==> src/rtl/prirv32_mem_arbiter.sv <==
// Two-requester arbiter (data + fetch) for a single-outstanding memory port with timeout.
// Define PRIRV32_ARB_RR_EN for round-robin arbitration; the default is fixed priority (data first).
module prirv32_mem_arbiter #(
    parameter int unsigned ADDR_W     = 32,
    parameter int unsigned DATA_W     = 32,
    parameter int unsigned TMO_CYCLES = 64
) (
    input  logic                clk_i,
    input  logic                rst_i,
    // data requester
    input  logic                d_req_i,
    input  logic                d_we_i,
    input  logic [ADDR_W-1:0]   d_addr_i,
    input  logic [DATA_W-1:0]   d_wdata_i,
    input  logic [DATA_W/8-1:0] d_wstrb_i,
    output logic                d_gnt_o,
    output logic                d_rvalid_o,
    output logic [DATA_W-1:0]   d_rdata_o,
    output logic                d_err_o,
    // fetch requester
    input  logic                i_req_i,
    input  logic [ADDR_W-1:0]   i_addr_i,
    output logic                i_gnt_o,
    output logic                i_rvalid_o,
    output logic [DATA_W-1:0]   i_rdata_o,
    output logic                i_err_o,
    // memory port
    output logic                mem_req_o,
    output logic                mem_we_o,
    output logic [ADDR_W-1:0]   mem_addr_o,
    output logic [DATA_W-1:0]   mem_wdata_o,
    output logic [DATA_W/8-1:0] mem_wstrb_o,
    input  logic                mem_ready_i,
    input  logic [DATA_W-1:0]   mem_rdata_i,
    output logic                busy_o
);

    localparam int unsigned STRB_W = DATA_W / 8;
    localparam int unsigned CNT_W  = (TMO_CYCLES > 0) ? $clog2(TMO_CYCLES + 1) : 1;
    localparam logic [CNT_W:0] TMO_LIM = (CNT_W + 1)'(TMO_CYCLES);

    typedef enum logic {StIdle, StBusy} state_t;

    state_t            state;
    state_t            next_state;
    logic              owner_fetch;
    logic [CNT_W-1:0]  tmo_cnt;
    logic [CNT_W-1:0]  cnt_next;
    logic [CNT_W:0]    cnt_inc;
    logic              tmo_hit;
    logic              pick_data;
    logic              grant_d;
    logic              grant_i;
    logic              done;
    logic              tmo_fire;
    logic [DATA_W-1:0] rsp_data;

`ifdef PRIRV32_ARB_RR_EN
    logic last_fetch;

    // On a tie the side that did not win last time goes first.
    assign pick_data = d_req_i && (!i_req_i || last_fetch);

    always_ff @(posedge clk_i or posedge rst_i) begin
        if (rst_i) begin
            last_fetch <= 1'b1;
        end else if (grant_d) begin
            last_fetch <= 1'b0;
        end else if (grant_i) begin
            last_fetch <= 1'b1;
        end
    end
`else
    assign pick_data = d_req_i;
`endif

    assign cnt_inc   = {1'b0, tmo_cnt} + {{CNT_W{1'b0}}, 1'b1};
    assign tmo_hit   = (TMO_CYCLES != 0) && (cnt_inc == TMO_LIM);
    assign mem_req_o = (state == StBusy);
    assign busy_o    = (state == StBusy);

    always_ff @(posedge clk_i or posedge rst_i) begin
        if (rst_i) begin
            state <= StIdle;
        end else begin
            state <= next_state;
        end
    end

    always_comb begin
        next_state = state;
        grant_d    = 1'b0;
        grant_i    = 1'b0;
        done       = 1'b0;
        tmo_fire   = 1'b0;
        cnt_next   = tmo_cnt;
        rsp_data   = mem_rdata_i;
        unique case (state)
            StIdle: begin
                if (d_req_i || i_req_i) begin
                    next_state = StBusy;
                    grant_d    = pick_data;
                    grant_i    = !pick_data;
                    cnt_next   = '0;
                end
            end
            StBusy: begin
                if (mem_ready_i) begin
                    done       = 1'b1;
                    next_state = StIdle;
                end else if (tmo_hit) begin
                    tmo_fire   = 1'b1;
                    rsp_data   = '0;
                    next_state = StIdle;
                end else begin
                    cnt_next = (TMO_CYCLES != 0) ? cnt_inc[CNT_W-1:0] : '0;
                end
            end
            default: next_state = StIdle;
        endcase
    end

    always_ff @(posedge clk_i or posedge rst_i) begin
        if (rst_i) begin
            owner_fetch <= 1'b1;
            tmo_cnt     <= '0;
            d_gnt_o     <= 1'b0;
            i_gnt_o     <= 1'b0;
            d_rvalid_o  <= 1'b0;
            i_rvalid_o  <= 1'b0;
            d_err_o     <= 1'b0;
            i_err_o     <= 1'b0;
            d_rdata_o   <= '0;
            i_rdata_o   <= '0;
            mem_we_o    <= 1'b0;
            mem_addr_o  <= '0;
            mem_wdata_o <= '0;
            mem_wstrb_o <= '0;
        end else begin
            tmo_cnt    <= cnt_next;
            d_gnt_o    <= grant_d;
            i_gnt_o    <= grant_i;
            d_rvalid_o <= (done || tmo_fire) && !owner_fetch;
            i_rvalid_o <= (done || tmo_fire) && owner_fetch;
            d_err_o    <= tmo_fire && !owner_fetch;
            i_err_o    <= tmo_fire && owner_fetch;
            if (grant_d) begin
                owner_fetch <= 1'b0;
                mem_we_o    <= d_we_i;
                mem_addr_o  <= d_addr_i;
                mem_wdata_o <= d_wdata_i;
                mem_wstrb_o <= d_wstrb_i;
            end else if (grant_i) begin
                owner_fetch <= 1'b1;
                mem_we_o    <= 1'b0;
                mem_addr_o  <= i_addr_i;
                mem_wdata_o <= '0;
                mem_wstrb_o <= {STRB_W{1'b0}};
            end
            if (done || tmo_fire) begin
                if (owner_fetch) begin
                    i_rdata_o <= rsp_data;
                end else begin
                    d_rdata_o <= rsp_data;
                end
            end
        end
    end

endmodule
==> config.mk <==
export PLATFORM = sky130hd
export DESIGN_NAME = prirv32_mem_arbiter
export DESIGN_NICKNAME = d
export VERILOG_FILES = /design/src/rtl/prirv32_mem_arbiter.sv
export SDC_FILE = /design/constraint.sdc
export NUM_CORES = 1
export LEC_CHECK = 0
export BUFFER_PORTS_ARGS = -buffer_cell sky130_fd_sc_hd__buf_2
export CAP_MARGIN = 25
export CELL_PAD_IN_SITES_DETAIL_PLACEMENT = 0
export CELL_PAD_IN_SITES_GLOBAL_PLACEMENT = 1
export CORE_UTILIZATION = 35
export DETAILED_ROUTE_END_ITERATION = 12
export GPL_ROUTABILITY_DRIVEN = 0
export GPL_TIMING_DRIVEN = 0
export PLACE_DENSITY_LB_ADDON = 0.1
export SLEW_MARGIN = 20
export SYNTH_ARGS = -nofsm -noshare
export SYNTH_HDL_FRONTEND = slang
export SYNTH_SLANG_ARGS = --single-unit
export TNS_END_PERCENT = 5
==> constraint.sdc <==
create_clock -name clk_i -period 5 [get_ports clk_i]
set_input_delay 0.5 -clock clk_i [delete_from_list [all_inputs] [get_ports clk_i]]
set_output_delay 0.5 -clock clk_i [all_outputs]
set_load 0.03 [all_outputs]
Yosys cells after proc, flatten, opt, wreduce, memory -nomap -nowiden. Index checks and enable logic that the tools add are counted. W data, S select, Z words.

Output and inout bits: 141. Bits of input ports: 138. Register bits after elaboration: 148. Logic and storage cells: 64.

Equal/unequal tests: 4. Reductions and logical operators: 12. Mux-type cells: 30. Bitwise operators: 2. Add/sub/neg operators: 1.

Operators with widths (count): $mux W32 (7); $mux W7 (3); $mux W1 (16); $pmux W7 S2 (1); $add A7 B1 Y8 const B (1); $eq A8 B7 Y1 const B (1); $mux W4 (2); $ne A2 B2 Y1 const B (3); $logic_and A1 B1 Y1 (4); $reduce_and A2 Y1 (2); $reduce_and A3 Y1 (1); $logic_not A1 Y1 (2); $logic_or A1 B1 Y1 (2); $not A1 Y1 (2); $pmux W1 S2 (1); $reduce_bool A2 Y1 (1).

Logic depth before layout (Yosys ltp).
Word-level depth: 7. Depth in mapped cells: 6.

Worst setup path before layout. OpenSTA, ideal clock, no wires.

Path kind: register -> register. Start: reg tmo_cnt[3]. End: reg i_rdata_o[30]. Cell stages (with the launch flop): 7. Clock period less this slack: 1.854 ns. Setup time: 0.123 ns. Data required time: 4.877 ns. Setup slack: 3.146 ns. Data arrival time: 1.731 ns. Path through: dfrtp_1 or4b_1 mux2_4 o21bai_4 buf_8 buf_12 o21ai_2.

Cells in the longest elaborated chain, start to end: 7. Elaborated cells on any way between the ends: 10. Those cells by class: add/sub (1); eq/ne (1); mux (6); reduce/logical (2).

RTL lines: from (decl) (line 47) `logic [CNT_W-1:0] tmo_cnt;`; from (signal assigned) (line 140) `tmo_cnt <= cnt_next;`; $add A7 B1 Y8 * (line 77) `assign cnt_inc = {1'b0, tmo_cnt} + {{CNT_W{1'b0}}, 1'b1};`; $eq A8 B7 Y1 * (line 78) `assign tmo_hit = (TMO_CYCLES != 0) && (cnt_inc == TMO_LIM);`; $mux W1 (line 111) `end else if (tmo_hit) begin`; $mux W1 (line 108) `if (mem_ready_i) begin`; $mux W1 (line 98) `unique case (state)`; $logic_or A1 B1 Y1 (line 160) `if (done || tmo_fire) begin`; $reduce_and A2 Y1 (no source line); to (signal assigned) (line 162) `i_rdata_o <= rsp_data;`; to (decl) (line 25) `output logic [DATA_W-1:0] i_rdata_o,`.

Every way passes the cells marked *; elsewhere a longest branch is shown, timed or not. A chain may end at the register's enable or synchronous reset.

Worst setup path after layout.
Start: reg owner_fetch. End: reg d_rdata_o[14].

Cells in the longest elaborated chain, start to end: 2.

RTL lines: from (decl) (line 46) `logic owner_fetch;`; from (signal assigned) (line 125) `owner_fetch <= 1'b1;`; from (signal assigned) (line 148) `owner_fetch <= 1'b0;`; from (signal assigned) (line 154) `owner_fetch <= 1'b1;`; $not A1 Y1 (no source line); $reduce_and A2 Y1 (no source line); to (signal assigned) (line 164) `d_rdata_o <= rsp_data;`; to (decl) (line 18) `output logic [DATA_W-1:0] d_rdata_o,`.

No other way between the ends.

==> results.sh <==
export IMPL_grt_pass1_wl_um=29600
export IMPL_route_detailed_drc=0
export IMPL_synth_area_leaders="sky130_fd_sc_hd__dfrtp_1 55%, sky130_fd_sc_hd__a21oi_1 7.3%, sky130_fd_sc_hd__nor2_1 5.7%"
export IMPL_synthDistinctLibCells=37
export IMPL_detailedPlacementHpwl_um=13700
export IMPL_dieHeight_um=140
export IMPL_ys_async_sr_fraction_pct=100
export IMPL_timing_reg2reg_worst_path_depth=6
export IMPL_globalRoute_totalOverflow=0
export IMPL_dp_cells=1184
export IMPL_achievable_frequency_ghz=0.491
export IMPL_clock_skew_final_ns=0.0113
export IMPL_die_area_sq_mm=0.0195
export IMPL_dpl_cell_area_sq_mm=0.00836
export IMPL_synthXorXnorAreaFrac_pct=0
export IMPL_number_of_nets_in_the_synthesized_netlist=811
export IMPL_regToRegEndpoint="d_rdata_o[14]"
export IMPL_synth_warnings=0
export IMPL_std_cell_rows=50
export IMPL_capture_point_of_the_worst_path="d_rdata_o[14]"
export IMPL_synthToLayoutAreaGrowth_pct=34.6
export IMPL_period_minus_slack_ns=2.04
export IMPL_vdd_drop_max_mv=0.265
export IMPL_layout_drive_gt1_share_pct=37.2
export IMPL_max_cap_viol_count=0
export IMPL_ff2ff_setup_slack_ns=2.96
export IMPL_synth_top_area_share_pct=55.4
export IMPL_synth_simple_gate_area_share_pct=9.85
export IMPL_worst_slew_pin_tran_ns=0.546
export IMPL_design_core_area_sq_mm=0.0186
export IMPL_cts_path_max_buffers=2
export IMPL_run_status="finished, final reports clean"
export IMPL_num_nets_final=1108
export IMPL_worstSetupStartpoint="owner_fetch"
export IMPL_number_of_clock_buffers_inserted_by_tritoncts=17
export IMPL_number_of_search_and_repair_iterations_in_the_first_detailed_routing_pass=4
export IMPL_detailedRoute_firstIterationViolations=204
export IMPL_startpoint_type="flop"
export IMPL_worstPathArrival_ns=2.33
export IMPL_hold_bufs_inserted_after_cts=0
export IMPL_synthAdderAreaFrac_pct=0.188
export IMPL_clock_sinks=148
export IMPL_cts_post_setup_buffers_inserted=0
export IMPL_setup_violations_final=0
export IMPL_regToRegStartpoint="owner_fetch"
export IMPL_portBuffers=277
export IMPL_grt_util_all_layers_pct=19.6
export IMPL_synthMuxAreaShare_pct=5.35
export IMPL_end_kind="flop"
export IMPL_ys_ff_latch=148
export IMPL_synthCells=672
export IMPL_fin_crit_sh_pct=40.7
export IMPL_antenna_found_initial=0
export IMPL_synth_compound_area_share_pct=21.0
export IMPL_number_of_enable_flip_flop_cells_after_synthesis=0
export IMPL_grt_max_degree=87
export IMPL_finish_instance_area_sq_mm=0.00894
export IMPL_cp_max_fo=10
export IMPL_cts_tree="built"
export IMPL_postCtsResizedCells=0
export IMPL_final_hold_violation_count=0
export IMPL_synth_yosys_seq_area_share_pct=55.8
export IMPL_post_synth_top_count_cell="sky130_fd_sc_hd__dfrtp_1"
export IMPL_worst_endpoint_required_ns=5.30
export IMPL_chipWidth_um=140
export IMPL_timing_worst_setup_path_type="reg2reg"
export IMPL_antenna_left=0
export IMPL_start_util_pct=35.6
export IMPL_fillCellCount=1824
export IMPL_hold_class="in2async"
export IMPL_yosys_most_used_dff="sky130_fd_sc_hd__dfrtp_1"
export IMPL_vias_in_the_first_global_route=5471
export IMPL_timing_hold_ws_ns=0.104
export IMPL_routed_wire_length_per_instance_um=15.4
export IMPL_synth_area_sq_mm=0.00664
export IMPL_combinational_family_with_the_most_area_after_synthesis="compound AO/OA/AOI/OAI gates"
export IMPL_cts_clk_slew_worst_paths_ns=0.07
export IMPL_grt_setup_unrepaired="false"
export IMPL_htree_levels=4
export IMPL_postSynthAreaPerCell_sq_um=9.88
export IMPL_p_leak_nw=4.56
export IMPL_final_max_slew_viol_count=0
export IMPL_worstSkewPairLatency_ns=0.42
export IMPL_relSlewSlack_pct=63.6
export IMPL_post_layout_nonfiller_instances=1217
export IMPL_post_synth_most_frequent_cells="147 x sky130_fd_sc_hd__dfrtp_1, 100 x sky130_fd_sc_hd__nor2_1, 97 x sky130_fd_sc_hd__a21oi_1, 71 x sky130_fd_sc_hd__inv_1, 40 x sky130_fd_sc_hd__o21ai_2"
export IMPL_ioPinCount=279
export IMPL_route_final_wire_length_um=18700
export IMPL_buffer_type_at_the_clock_tree_root="sky130_fd_sc_hd__clkbuf_16"
export IMPL_synth_largest_area_cell="sky130_fd_sc_hd__dfrtp_1"
export IMPL_powerDensity_mw_per_mm2=638
export IMPL_detailroute_via_count=5666
export IMPL_routed_via_density=4.66
-- cell usage in the layout, fill, tap and decap left out, drive strengths merged, types with 34 or more instances in the layout --
cell / n
o21ai: 71
nand2: 37
mux2i: 34
a21oi: 97
dfrtp: 147
inv: 78
buf: 294
nor2: 100
clkbuf: 48
a22o: 37
-- cell type report --
| type | instances | area, sq um | area share [%] |
|---|---|---|---|
| Sequential cell | 148 | 3700 | 41.4 |
| Buffer | 45 | 255 | 2.85 |
| Clock inverter | 13 | 140 | 1.57 |
| Inverter | 71 | 274 | 3.06 |
| Timing Repair Buffer | 278 | 1410 | 15.8 |
| Multi-Input combinational cell | 408 | 2420 | 27.0 |
| Clock buffer | 19 | 443 | 4.95 |
| Tap cell | 234 | 293 | 3.27 |
| Antenna cell | 1 | 2.50 | 0.0280 |
-- flip-flops by register name, summed over array words and instances (netlist names) --
register	cells
d_err_o	1
d_rdata_o	32
i_rvalid_o	1
mem_wdata_o	32
i_gnt_o	1
d_gnt_o	1
busy_o	1
i_err_o	1
owner_fetch	1
i_rdata_o	32
mem_wstrb_o	4
d_rvalid_o	1
mem_addr_o	32
mem_we_o	1
tmo_cnt	7
-- how the worst min path moves through the flow --
stage,start,end,slack (ns),cells after the start
floorplan,tmo_cnt[0],tmo_cnt[0],0.48,1
global placement,mem_addr_o[0],mem_addr_o[0],0.47,2
detailed placement,mem_addr_o[0],mem_addr_o[0],0.47,2
CTS,rst_i,i_rdata_o[1],0.13,2
global route,rst_i,i_rdata_o[1],0.12,2
finish,rst_i,i_rdata_o[1],0.10,2
-- report_power, final --
group	switching [mW]	total [mW]	internal (mW)
sequential	0.292	1.94	1.64
clock	0.545	1.26	0.717
combinational	1.74	2.51	0.769
-- stage by stage --
step,utilization [%],setup TNS (ns),total power [mW],setup WS (ns)
finish,48.0,0,5.70,2.96
global route,48.0,0,6.07,2.73
floorplan,-,0,3.69,0.522
CTS,48.0,0,5.78,2.91
detailed placement,44.8,0,4.49,2.90
global placement,44.6,-220.92,4.47,-1.52
-- kinds of logic after synthesis --
group / count (synthesis)
AO/OA/AOI/OAI: 213
adder cells (fa/ha/maj): 1
buffers and inverters: 116
flip-flops: 148
multiplexers: 35
AND/OR/NAND/NOR: 159
-- layer usage --
metal / up-vias / global-route usage (%) / share of wire (%)
met5: - / 0 / 0
met4: 0 / 6.42 / 1.3
met3: 18 / 5.47 / 7.3
met2: 202 / 31.2 / 46
met1: 2597 / 25.6 / 45
li1: 2849 / - / -
-- worst max-delay path, stage by stage, from the launching register on --
cell                       delay [ns]
sky130_fd_sc_hd__dfstp_2         0.57
sky130_fd_sc_hd__nand2b_1        0.14
sky130_fd_sc_hd__clkbuf_1        0.41
sky130_fd_sc_hd__clkbuf_1        0.47
sky130_fd_sc_hd__nor2_1          0.11
sky130_fd_sc_hd__a21oi_1         0.13
sky130_fd_sc_hd__o21ai_0         0.10
Note: power is estimated with default switching activity, not from simulation.
